`config.mk`:
```
export PLATFORM = sky130hd
export DESIGN_NAME = keccak_round_scheduler
export DESIGN_NICKNAME = d
export VERILOG_FILES = /design/src/rtl/keccak_round_scheduler_pkg.sv /design/src/rtl/keccak_mem_arbiter.sv /design/src/rtl/keccak_round_scheduler.sv
export SDC_FILE = /design/constraint.sdc
export NUM_CORES = 1
export LEC_CHECK = 0
export ABC_CLOCK_PERIOD_IN_PS = 2450
export CORE_MARGIN = 8
export CORE_UTILIZATION = 32
export CTS_CLUSTER_DIAMETER = 100
export DETAILED_ROUTE_END_ITERATION = 10
export PLACE_DENSITY = 0.9
export RECOVER_POWER = 50
export SETUP_SLACK_MARGIN = 0.1
export SLEW_MARGIN = 20
export SYNTH_ARGS = -nofsm -noshare
export SYNTH_HDL_FRONTEND = slang
export SYNTH_HIERARCHICAL = 1
export SYNTH_SLANG_ARGS = --single-unit
```
`constraint.sdc`:
```
create_clock -name clk -period 2.45 [get_ports clk]
set_clock_uncertainty 0.15 [all_clocks]
set_input_delay 0.3675 -clock clk [delete_from_list [all_inputs] [get_ports clk]]
set_output_delay 0.3675 -clock clk [all_outputs]
set_load 0.01 [all_outputs]
```
`src/rtl/keccak_round_scheduler_pkg.sv`:
```
// rtl/keccak_round_scheduler_pkg.sv - shared encodings for the Keccak round scheduler
package keccak_round_scheduler_pkg;

  localparam int NUM_STEPS      = 5;
  localparam int ROUNDS_DEFAULT = 24;

  localparam logic [2:0] THETA = 3'd0;
  localparam logic [2:0] RHO   = 3'd1;
  localparam logic [2:0] PI    = 3'd2;
  localparam logic [2:0] CHI   = 3'd3;
  localparam logic [2:0] IOTA  = 3'd4;

  typedef enum logic [2:0] {
    IDLE    = 3'd0,
    LAUNCH  = 3'd1,
    WAIT    = 3'd2,
    ADVANCE = 3'd3,
    FINISH  = 3'd4,
    ERROR   = 3'd5
  } state_t;

  function automatic logic [NUM_STEPS-1:0] step_onehot(input logic [2:0] step);
    return {{(NUM_STEPS-1){1'b0}}, 1'b1} << step;
  endfunction

endpackage

```
`src/rtl/keccak_mem_arbiter.sv`:
```
// rtl/keccak_mem_arbiter.sv - steers the single state-memory port to the selected step engine
module keccak_mem_arbiter
  import keccak_round_scheduler_pkg::*;
#(
  parameter int LINEW = 25,
  parameter int ADDRW = 5
) (
  input  logic [NUM_STEPS-1:0]       sel,
  input  logic [NUM_STEPS-1:0]       step_req,
  input  logic [NUM_STEPS-1:0]       step_we,
  input  logic [NUM_STEPS*ADDRW-1:0] step_addr,
  input  logic [NUM_STEPS*LINEW-1:0] step_wdata,
  output logic [NUM_STEPS-1:0]       mem_gnt,
  output logic                       mem_en,
  output logic                       mem_we,
  output logic [ADDRW-1:0]           mem_addr,
  output logic [LINEW-1:0]           mem_wdata
);

  // sel is one-hot or zero, so an AND-OR mux suffices and idles at all-zero
  always_comb begin
    mem_gnt   = sel & step_req;
    mem_en    = |mem_gnt;
    mem_we    = 1'b0;
    mem_addr  = '0;
    mem_wdata = '0;
    for (int i = 0; i < NUM_STEPS; i++) begin
      if (mem_gnt[i]) begin
        mem_we    = mem_we    | step_we[i];
        mem_addr  = mem_addr  | step_addr[i*ADDRW +: ADDRW];
        mem_wdata = mem_wdata | step_wdata[i*LINEW +: LINEW];
      end
    end
  end

endmodule

```
`src/rtl/keccak_round_scheduler.sv`:
```
// rtl/keccak_round_scheduler.sv - sequences Theta..Iota engines over ROUNDS rounds with a watchdog
module keccak_round_scheduler
  import keccak_round_scheduler_pkg::*;
#(
  parameter int ROUNDS  = ROUNDS_DEFAULT,
  parameter int LINEW   = 25,
  parameter int ADDRW   = 5,
  parameter int TIMEOUT = 255
) (
  input  logic                       clk,
  input  logic                       rst,
  input  logic                       start,
  output logic [NUM_STEPS-1:0]       step_start,
  input  logic [NUM_STEPS-1:0]       step_done,
  input  logic [NUM_STEPS-1:0]       step_req,
  input  logic [NUM_STEPS-1:0]       step_we,
  input  logic [NUM_STEPS*ADDRW-1:0] step_addr,
  input  logic [NUM_STEPS*LINEW-1:0] step_wdata,
  output logic [NUM_STEPS-1:0]       mem_gnt,
  output logic                       mem_en,
  output logic                       mem_we,
  output logic [ADDRW-1:0]           mem_addr,
  output logic [LINEW-1:0]           mem_wdata,
  output logic [4:0]                 round_idx,
  output logic                       busy,
  output logic                       done,
  output logic                       err
);

  localparam logic [4:0] LAST_ROUND = 5'(ROUNDS - 1);
  localparam logic [7:0] WDOG_LIMIT = 8'(TIMEOUT);

  state_t               state_q, state_d;
  logic [2:0]           step_q, step_d;
  logic [4:0]           round_q, round_d;
  logic [7:0]           wdog_q, wdog_d;
  logic [NUM_STEPS-1:0] step_start_q, step_start_d;
  logic                 busy_q, busy_d;
  logic                 done_q, done_d;
  logic                 err_q, err_d;
  logic [NUM_STEPS-1:0] step_oh;
  logic [NUM_STEPS-1:0] arb_sel;

  assign step_oh = step_onehot(step_q);
  assign arb_sel = busy_q ? step_oh : '0;

  always_comb begin
    state_d = state_q;
    step_d  = step_q;
    round_d = round_q;
    wdog_d  = wdog_q;
    case (state_q)
      IDLE, ERROR: begin
        if (start) begin
          state_d = LAUNCH;
          step_d  = THETA;
          round_d = '0;
        end
      end
      LAUNCH: begin
        wdog_d  = '0;
        state_d = WAIT;
      end
      // done from any engine other than the active one is deliberately not looked at
      WAIT: begin
        if (|(step_done & step_oh)) begin
          state_d = ADVANCE;
        end else begin
          wdog_d = wdog_q + 8'd1;
          if (wdog_d == WDOG_LIMIT) begin
            state_d = ERROR;
          end
        end
      end
      ADVANCE: begin
        if (step_q < IOTA) begin
          step_d  = step_q + 3'd1;
          state_d = LAUNCH;
        end else if (round_q < LAST_ROUND) begin
          round_d = round_q + 5'd1;
          step_d  = THETA;
          state_d = LAUNCH;
        end else begin
          state_d = FINISH;
        end
      end
      FINISH:  state_d = IDLE;
      default: state_d = IDLE;
    endcase

    busy_d       = state_d inside {LAUNCH, WAIT, ADVANCE};
    done_d       = (state_d == FINISH);
    err_d        = (state_d == ERROR);
    step_start_d = (state_d == LAUNCH) ? step_onehot(step_d) : '0;
  end

  always_ff @(posedge clk or negedge rst) begin
    if (!rst) begin
      state_q      <= IDLE;
      step_q       <= THETA;
      round_q      <= '0;
      wdog_q       <= '0;
      step_start_q <= '0;
      busy_q       <= 1'b0;
      done_q       <= 1'b0;
      err_q        <= 1'b0;
    end else begin
      state_q      <= state_d;
      step_q       <= step_d;
      round_q      <= round_d;
      wdog_q       <= wdog_d;
      step_start_q <= step_start_d;
      busy_q       <= busy_d;
      done_q       <= done_d;
      err_q        <= err_d;
    end
  end

  assign step_start = step_start_q;
  assign round_idx  = round_q;
  assign busy       = busy_q;
  assign done       = done_q;
  assign err        = err_q;

  keccak_mem_arbiter #(
    .LINEW(LINEW),
    .ADDRW(ADDRW)
  ) u_mem_arbiter (
    .sel       (arb_sel),
    .step_req  (step_req),
    .step_we   (step_we),
    .step_addr (step_addr),
    .step_wdata(step_wdata),
    .mem_gnt   (mem_gnt),
    .mem_en    (mem_en),
    .mem_we    (mem_we),
    .mem_addr  (mem_addr),
    .mem_wdata (mem_wdata)
  );

endmodule

```
=== After elaboration in Yosys (flattened, before gate mapping) ===
Cells that the tools add are included.

* Register bits after elaboration: 27
* Bits of input ports: 168
* Output and inout port bits: 50

* Bitwise logic cells: 14
* Add/sub/neg operators: 3
* Eq/ne operators: 14
* $lt $le $gt $ge: 2
* Muxes and demuxes: 33
* Reductions and logical operators: 9
* Shift-type cells: 2

{| class="wikitable"
|+ Operator list
! cell !! number
|-
| 25-bit two-way mux || 5
|-
| 25-bit OR || 4
|-
| 5-bit two-way mux || 10
|-
| 3-bit two-way mux || 8
|-
| 5-bit OR || 4
|-
| 8-bit one-hot mux with 2 select lines || 1
|-
| 3-bit by 2-bit == test with 1-bit output, second input constant || 4
|-
| 3-bit one-hot mux with 4 select lines || 1
|-
| 5-bit AND || 2
|-
| 5-bit one-hot mux with 2 select lines || 1
|-
| 5-bit OR reduction || 2
|-
| 1-bit by 3-bit left shift with 5-bit output, first input constant || 2
|-
| 3-bit == test, second input constant || 3
|-
| 8-bit by 1-bit adder with 8-bit output, second input constant || 1
|-
| 8-bit == test, second input constant || 1
|-
| 8-bit two-way mux || 1
|-
| 2-bit inequality test, second input constant || 4
|-
| 3-bit by 1-bit == test with 1-bit output, second input constant || 2
|-
| 3-bit one-hot mux with 2 select lines || 1
|-
| 5-bit by 1-bit adder with 5-bit output, second input constant || 1
|-
| 5-bit less-than comparator, second input constant || 1
|-
| 1-bit two-way mux || 5
|-
| 1-bit OR || 4
|-
| 4-bit AND reduction || 1
|-
| other kinds (7) || 8
|}

=== Depth between registers and ports, before layout ===
Gate-level depths: netlist of run 1.

* Depth after elaboration: 12
* Depth in mapped cells: 8

=== Hierarchy ===
Netlist of run 1, hierarchy kept.

{| class="wikitable"
|+ Modules (own cells, without submodules)
! module !! cells an instance !! times used !! area an instance (µm²)
|-
| keccak_round_scheduler || 178 || 1 || 1,627.8
|-
| keccak_mem_arbiter || 120 || 1 || 830.8
|}

=== Least setup slack after synthesis of run 1 ===
Ideal clock, no wire load.

* Path kind: flip-flop to output port
* From: register step_q[0]
* To: output mem_addr[0]
* Buffers on the path: 2
* Setup slack: 0.216 ns
* Data arrival time: 1.717 ns
* Stages on the path, launching flop included: 9
* Data required time: 1.933 ns
* Cells stage by stage: dfrtp_1 > inv_1 > ha_1 > and2_1 > and2_4 > buf_6 > buf_6 > a222oi_1 > nand2_1

* Longest elaborated chain between the ends: 12

{| class="wikitable"
|+ RTL lines
! item !! line !! text
|-
| start, declared || keccak_round_scheduler.sv:34 || <nowiki>logic [2:0] step_q, step_d;</nowiki>
|-
| start signal, assigned || keccak_round_scheduler.sv:109 || <nowiki>step_q <= step_d;</nowiki>
|-
| 1-bit by 3-bit left shift with 5-bit output (*) || keccak_round_scheduler_pkg.sv:23 || <nowiki>return {{(NUM_STEPS-1){1'b0}}, 1'b1} << step;</nowiki>
|-
| 5-bit two-way mux (*) || keccak_round_scheduler.sv:45 || <nowiki>assign arb_sel = busy_q ? step_oh : '0;</nowiki>
|-
| via arb_sel[0] || keccak_round_scheduler.sv:42 || <nowiki>logic [NUM_STEPS-1:0] arb_sel;</nowiki>
|-
| 5-bit AND (*) || keccak_mem_arbiter.sv:22 || <nowiki>mem_gnt = sel & step_req;</nowiki>
|-
| via mem_gnt[0] || keccak_round_scheduler.sv:19 || <nowiki>output logic [NUM_STEPS-1:0] mem_gnt,</nowiki>
|-
| 5-bit two-way mux (*) || keccak_mem_arbiter.sv:28 || <nowiki>if (mem_gnt[i]) begin</nowiki>
|-
| 5-bit OR || keccak_mem_arbiter.sv:30 || <nowiki>mem_addr = mem_addr | step_addr[i*ADDRW +: ADDRW];</nowiki>
|-
| 5-bit two-way mux (*) || keccak_mem_arbiter.sv:28 ||
|-
| 5-bit OR || keccak_mem_arbiter.sv:30 ||
|-
| 5-bit two-way mux (*) || keccak_mem_arbiter.sv:28 ||
|-
| 5-bit OR || keccak_mem_arbiter.sv:30 ||
|-
| 5-bit two-way mux (*) || keccak_mem_arbiter.sv:28 ||
|-
| 5-bit OR || keccak_mem_arbiter.sv:30 ||
|-
| 5-bit two-way mux (*) || keccak_mem_arbiter.sv:28 ||
|-
| end, declared || keccak_round_scheduler.sv:22 || <nowiki>output logic [ADDRW-1:0] mem_addr,</nowiki>
|}

The timed path passes the listed nets; every way through them passes the cells marked *.

=== Worst setup path in the final report of run 1 ===
* From: register step_q[1]
* To: output mem_addr[1]

* Elaborated cells on any way between the ends: 12

{| class="wikitable"
|+ RTL lines
! item !! line
|-
| 1-bit by 3-bit left shift with 5-bit output (*) || keccak_round_scheduler_pkg.sv:23
|-
| 5-bit two-way mux (*) || keccak_round_scheduler.sv:45
|-
| via arb_sel[2] || keccak_round_scheduler.sv:42
|-
| 5-bit AND (*) || keccak_mem_arbiter.sv:22
|-
| 5-bit two-way mux (*) || keccak_mem_arbiter.sv:28
|-
| 5-bit OR || keccak_mem_arbiter.sv:30
|-
| 5-bit two-way mux (*) || keccak_mem_arbiter.sv:28
|-
| 5-bit OR || keccak_mem_arbiter.sv:30
|-
| 5-bit two-way mux (*) || keccak_mem_arbiter.sv:28
|}

Marked as above.

==> results of run 1 <==
[power breakdown]
group          internal, mW  total, mW  switching (mW)
registers             0.556      0.706           0.150
logic                  1.61       3.02            1.42
clock network         0.116      0.262           0.146
total                  2.28       3.99            1.71
[routing by layer]
| metal | part of all wire (%) | GRT usage [%] | up-vias |
|---|---|---|---|
| li1 | - | - | 1686 |
| met1 | 35 | 27.4 | 1816 |
| met2 | 54 | 48.5 | 267 |
| met3 | 7.7 | 4.28 | 40 |
| met4 | 3.1 | 7.34 | 0 |
| met5 | 0 | 0 | - |
[what timing repair did]
action                     in CTS  in global routing
hold endpoints to repair        0                  0
buffers inserted               17                  8
gates cloned                   10                  2
setup endpoints to repair      38                 42
pin swaps                      36                 36
gates resized for setup       188                 37
[path summary, 6_finish.rpt]
path	startpoint	endpoint	slack [ns]
min reg2reg	round_idx[1]	round_idx[1]	0.44
min in group asynchronous	rst	wdog_q[0]	0.81
max	step_q[1]	mem_addr[1]	-0.21
max reg2reg	step_q[0]	wdog_q[6]	0.02
max in group asynchronous	rst	step_start[1]	0.47
min	round_idx[1]	round_idx[1]	0.44
[synth_stat cells (6+ instances only)]
master	number
a222oi_1	31
a22oi_1	32
and2_1	10
buf_2	14
clkbuf_1	9
dfrtp_1	27
ha_1	7
inv_1	7
nand2_1	48
nand3_1	10
nor2_1	12
o21ai_0	8
or3_1	6
[through the flow]
step / area, µm² / setup WS, ns / hold slack (ns) / instances / TNS [ns]
6_report: 5450 / -0.213 / 0.439 / 644 / -2.94
5_1_grt: 5450 / -0.268 / 0.473 / 644 / -5.77
4_1_cts: 5240 / -0.166 / 0.310 / 634 / -2.71
3_5_place_dp: 4760 / -0.205 / 0.412 / 603 / -4.45
3_3_place_gp: 4760 / -0.154 / 0.393 / 603 / -2.29
2_1_floorplan: 2460 / 0.216 / -0.0781 / 298 / 0
[cell families (layout without fill, tap and decap cells)]
family,after synthesis,count (layout)
other,0,1
AO/OA/AOI/OAI,102,102
XOR/XNOR,2,2
AND/OR/NAND/NOR,120,122
adder cells (fa/ha/maj),7,7
buffers and inverters,36,277
flip-flops,27,27
multiplexers,4,4
[state kept, by name (all words and copies together), names as in the netlist]
register	count
err	1
done	1
wdog_q	8
state_q	3
busy	1
step_q	3
round_idx	5
step_start	5
[final cells by class]
type	instances	area, µm²
Antenna cell	1	2.50
Clock buffer	3	41.3
Clock inverter	1	7.51
Fill cell	506	2120
Inverter	7	26.3
Multi-Input combinational cell	237	1840
Sequential cell	27	676
Tap cell	102	128
Timing Repair Buffer	266	2730
[worst max-delay path: stages, from the launching register on]
cell and delay, ns:
dfrtp_1 0.41, buf_6 0.14, ha_4 0.15, and2_4 0.12
and2_4 0.19, buf_12 0.16, a222oi_1 0.42, nand2_1 0.11
buf_2 0.17
==> summary.md, run 1 <==
| Metric | Value |
|---|---|
| Status | finished, violations left |
| Failing checks | setup timing |
| Most frequent cells in the layout | clkdlybuf4s50_1 (172), nand2_1 (48), a222oi_1 (31), dfrtp_1 (27), buf_2 (27) |
| Slew headroom | 0.671% |
| Global Route Usage Sum | about 25% |
| Largest family of logic cells by synthesized area | compound AO/OA/AOI/OAI gates |
| Hpwl dp | roughly 10000 µm |
| Kind of start point of the critical path | flop |
| Setup violations, final | 32 |
| Post-synth EDFFs | 0 |
| Static leakage | approximately 2.4 nW |
| CP required | just under 2 ns |
| Fraction of registers with async set/reset | 100% |
| CTS tree | built |
| Fin crit period | between 2 and 3 ns |
| Largest net degree at the start of global routing | 34 |
| Area share of the leading cell type in the synthesized netlist | a little over a quarter |
| Hold path depth | 2 |
| Synth warn | 6 |
| Initial antenna violation count | 1 |
| Xor and xnor area share after synthesis | less than 1% |
| Post-synthesis area per instance | between 8 and 9 µm² |
| Bufs on Longest Clock Path | 2 |
| Seq cells post-synth | 27 |
| Routability Congestion | 0.931 |
| Final wirelength | 15300 µm |
| Max Freq | approximately 380 MHz |
| Max Cap Violations | 0 |
| Layout Utilization | between 70% and 80% |
| Final period utilization | 109% |
| Final Hold Fails | 0 |
| Netlist cell types | 52 |
| Starting Density | around a third |
| CTS Buf Count | 3 |
| Worst EP arrival | roughly 2.2 ns |
| Post-Synth Simple-Gate Area | approximately a quarter |
| Reg clk slew, reported paths | 0.09 ns |
| DR iter-0 viols | a little over 400 |
| Slew Limit Fails | 0 |
| Hold_buf cts | 0 |
| Synth Area in Compound Gates | 34.1% |
| CTS root buf | clkbuf_8 |
| Die width | around 100 µm |
| Port buffer count | around 220 |
| Die Y | just over 100 µm |
| Layout cell share with drive strength beyond 1 | between 20% and 30% |
| Top_reg_cell synth | dfrtp_1 |
| Pwr dens | roughly 730 mW/mm² |
| Cell accounting for the most synthesized area | dfrtp_1 |
| Crit end category | output pin |
| Worst reg2reg path depth | 8 |
| Post-route DRC | 0 |
| Area growth from synthesis to layout | 122% |
| Cell Area, Synth | approximately 0.0025 mm² |
| GRT overflow | 0 |
| Sequential area share after synthesis | about 27% |
| Clk sinks | 27 |
| RSZ-0062 raised after global routing | true |
| Vias in the first global route | between 3000 and 4000 |
| Vias post-DR | ~3800 |
| Adder-cell share of the synthesized area | ~3.6% |
| ANT nets after route | 0 |
| Clock Latency Late Sink | 0.28 ns |
| Core area | 0.00757 mm² |
| Hold crit path type | reg2reg |
| Crit Path Class | reg2out |
| Worst Max-Slew Pin Slew | ~1.5 ns |
| First-pass GRT wire length | 22200 µm |
| Multiplexer share of the synthesized area | about 1.7% |
| Syn_nets | 473 |
| Vias per inst | about 5.9 |
| Worst-case vdd ir drop | about 0.70 mV |
| Num rows | 32 |
| Die area | ~0.011 mm² |
| H-tree depth | 1 |
| Crit path max fanout | 17 |
| Top area cells in the synthesized netlist | dfrtp_1 (27%), a222oi_1 (13%), a22oi_1 (9.8%), nand2_1 (7.3%), ha_1 (3.6%) |
| Io pins | 218 |
| Fin worst setup slack | -0.213 ns |
| WL per Instance | between 20 and 25 µm |
| Final net count | between 700 and 800 |
| Leading cell type in the layout, fill and taps excluded | clkdlybuf4s50_1 |
| Syn Inst Count | 298 |
| Drt first pass iters | 5 |
| Pwr Total | between 3 and 4 mW |
(Power assumes the default switching activity.)
==> inputs of run 2 (changes only) <==
CAP_MARGIN = 40   (was default)
GPL_TIMING_DRIVEN = 0   (was default)
MAX_ROUTING_LAYER = met4   (was default)
==> run 2 against run 1 <==
The run still ends with setup timing left. Critical path depth is 1 higher. Worst setup slack gained 0.045 ns. Worst hold slack improved by 0.0026 ns. Final cell count fell by 0.31%. Register-to-register slack gained 0.02 ns. Utilization is 2.6 points lower. Sequential cell count is the same. Global-route usage is 2.1 points lower. Clock power is 3% higher. Sequential share of layout area increased by 0.50 points. Sequential power down 4.5%. Maximum frequency up 1.7%. Largest power group unchanged.
==> summary.md, run 2 (synthesized netlist as in run 1, its figures left out) <==
| Metric | Value |
|---|---|
| Status | finished, violations left |
| Failing checks | setup timing |
| Port buffer count | approximately 220 |
| DR iter-0 viols | 260 |
| Drt first pass iters | 7 |
| Vias per inst | 5.58 |
| CP Cell Sequence | clkbuf_4, nor2b_4, and2_4, and2_4, clkbuf_16, buf_8, a222oi_1, nand2_1, buf_2 |
| First-pass GRT wire length | 19900 µm |
| Slew Limit Fails | 0 |
| Max reg flops | 8 |
| Worst Max-Slew Pin Slew | 1.43 ns |
| Area growth from synthesis to layout | 114% |
| CP dominant cell by count | and2_4 |
| Clock Latency Late Sink | a little under 0.3 ns |
| Crit path max fanout | 10 |
| Die area | about 0.011 mm² |
| WL per Instance | approximately 21 µm |
| Leading cell type in the layout, fill and taps excluded | clkdlybuf4s50_1 |
| Largest net degree at the start of global routing | 28 |
| CTS Buf Count | 3 |
| Slowest stage delay, CP | about 0.35 ns |
| Initial antenna violation count | 0 |
| Post-route DRC | 0 |
| Slowest cell on the critical path | dfrtp_1 |
| Worst-case vdd ir drop | 0.664 mV |
| RSZ-0062 raised after global routing | true |
| FF+latch area | between 600 and 700 µm² |
| Family with the most delay on the worst path | buffers and inverters |
| Fin crit period | approximately 2.6 ns |
| CTS tree | built |
| Psw | approximately 1.5 mW |
| Layout Utilization | 69.5% |
| H-tree depth | 1 |
| Final wirelength | 13600 µm |
| Setup violations, final | 31 |
| Final net count | roughly 720 |
| Hold_sp | round_idx[1] |
| Global Route Usage Sum | a little under a quarter |
| Gate power share | between 70% and 80% |
| Sequential share of power | a little under a fifth |
| Final Hold Fails | 0 |
| Reg clk slew, reported paths | 0.10 ns |
| Core area | 0.00757 mm² |
| Part of the power in the clock network | 7.5% |
| CP required | 1.93 ns |
| Crit end category | output pin |
| Routability Congestion | ~0.95 |
| Crit Path Class | reg2out |
| Worst r2r src | step_q[0] |
| ANT nets after route | 0 |
| Antenna diodes | 0 |
| Vias post-DR | between 3000 and 4000 |
| Static leakage | roughly 2.3 nW |
| Most flops, register | wdog_q |
| Hpwl dp | between 10000 and 15000 µm |
| Final instance area | 0.00526 mm² |
| Final period utilization | 107% |
| Setup TNS | -2.90 ns |
| Io pins | approximately 220 |
| Die width | ~100 µm |
| Clk sinks | 27 |
| Slew headroom | under 10% |
| CP bufs+invs | 4 |
| Sw Ratio | a little over two fifths |
| GRT overflow | 0 |
| Most frequent cells in the layout | clkdlybuf4s50_1 (175), nand2_1 (48), buf_2 (33), a222oi_1 (31), dfrtp_1 (25) |
| Cell internal pwr | 2.01 mW |
| Kind of start point of the critical path | flop |
| Fillers | around 580 |
| Area occupied by multi-input gates | approximately 0.0018 mm² |
| Die Y | 104 µm |
| Layout cell share with drive strength beyond 1 | 24.1% |
| Vias in the first global route | approximately 3500 |
| Bufs on Longest Clock Path | 2 |
| Num rows | 32 |
| Max Freq | ~380 MHz |
| Placed cell area | between 0.004 and 0.005 mm² |
| CTS root buf | clkbuf_8 |
| CP startpoint | step_q[2] |
| Worst EP arrival | roughly 2.1 ns |
| Max Cap Violations | 0 |
| Starting Density | approximately 32% |
| Hold crit path type | reg2reg |
| Pwr dens | between 600 and 700 mW/mm² |
| Fin worst setup slack | -0.168 ns |
[run 2: repair_timing]
| item | 4_1_cts | 5_1_grt |
|---|---|---|
| endpoints found under the setup margin | 43 | 44 |
| pin swaps | 59 | 26 |
| hold buffers | 1 | 0 |
| endpoints found under the hold margin | 27 | 0 |
| resized for setup | 213 | 29 |
| gates cloned | 5 | 3 |
| setup buffers | 4 | 10 |
[run 2: metrics by stage]
stage                     instances  hold WS (ns)  setup slack [ns]  power (mW)
after CTS                       630         0.449            -0.121        3.32
after global routing            642         0.496            -0.267        3.79
final                           642         0.441            -0.168        3.56
after global placement          617         0.398            -0.499        2.98
after detailed placement        617         0.258            -0.533        3.04
after floorplan                 298       -0.0781             0.216        1.90
[run 2: tightest hold or removal path, delay by kind of cell, from the launching register on]
family / cells / cell delay, ns
flops: 1 / 0.42
compound gates: 1 / 0.07
simple gates: 1 / 0.06
[run 2: power by group through the flow]
stage | logic (mW) | clock network, mW | registers (mW)
2_1_floorplan | 1.23 | 0 | 0.667
3_3_place_gp | 2.32 | 0 | 0.659
3_5_place_dp | 2.37 | 0 | 0.667
4_1_cts | 2.38 | 0.273 | 0.667
5_1_grt | 2.81 | 0.288 | 0.689
6_report | 2.62 | 0.269 | 0.674
[run 2: routing by layer]
layer	vias to the layer above	routed length (µm)	part of all wire (%)	global-route usage (%)
met3	19	749	5.5	3.16
met2	165	7440	55	44.2
met5	-	0	0	-
met1	1727	5170	38	24.5
met4	0	257	1.9	5.07
li1	1674	-	-	-
[run 2: worst paths after layout]
check                           cells past startpoint      endpoint  slack (ns)
worst max-delay path                                9  mem_wdata[9]       -0.17
worst max register to register                      8     wdog_q[6]        0.04
min in group asynchronous                           2  round_idx[2]        0.80
worst min register to register                      2  round_idx[1]        0.44
max in group asynchronous                           2     step_q[0]        0.43
worst min-delay path                                2  round_idx[1]        0.44
[run 2: final cells by class]
type | count | area share, %
repair buffers | 239 | 43.1
multi-input cells | 235 | 33.6
flip-flops and latches | 27 | 12.9
plain buffers | 28 | 6.43
well taps | 102 | 2.43
clock buffers | 3 | 0.785
inverters | 7 | 0.547
clock inverters | 1 | 0.167
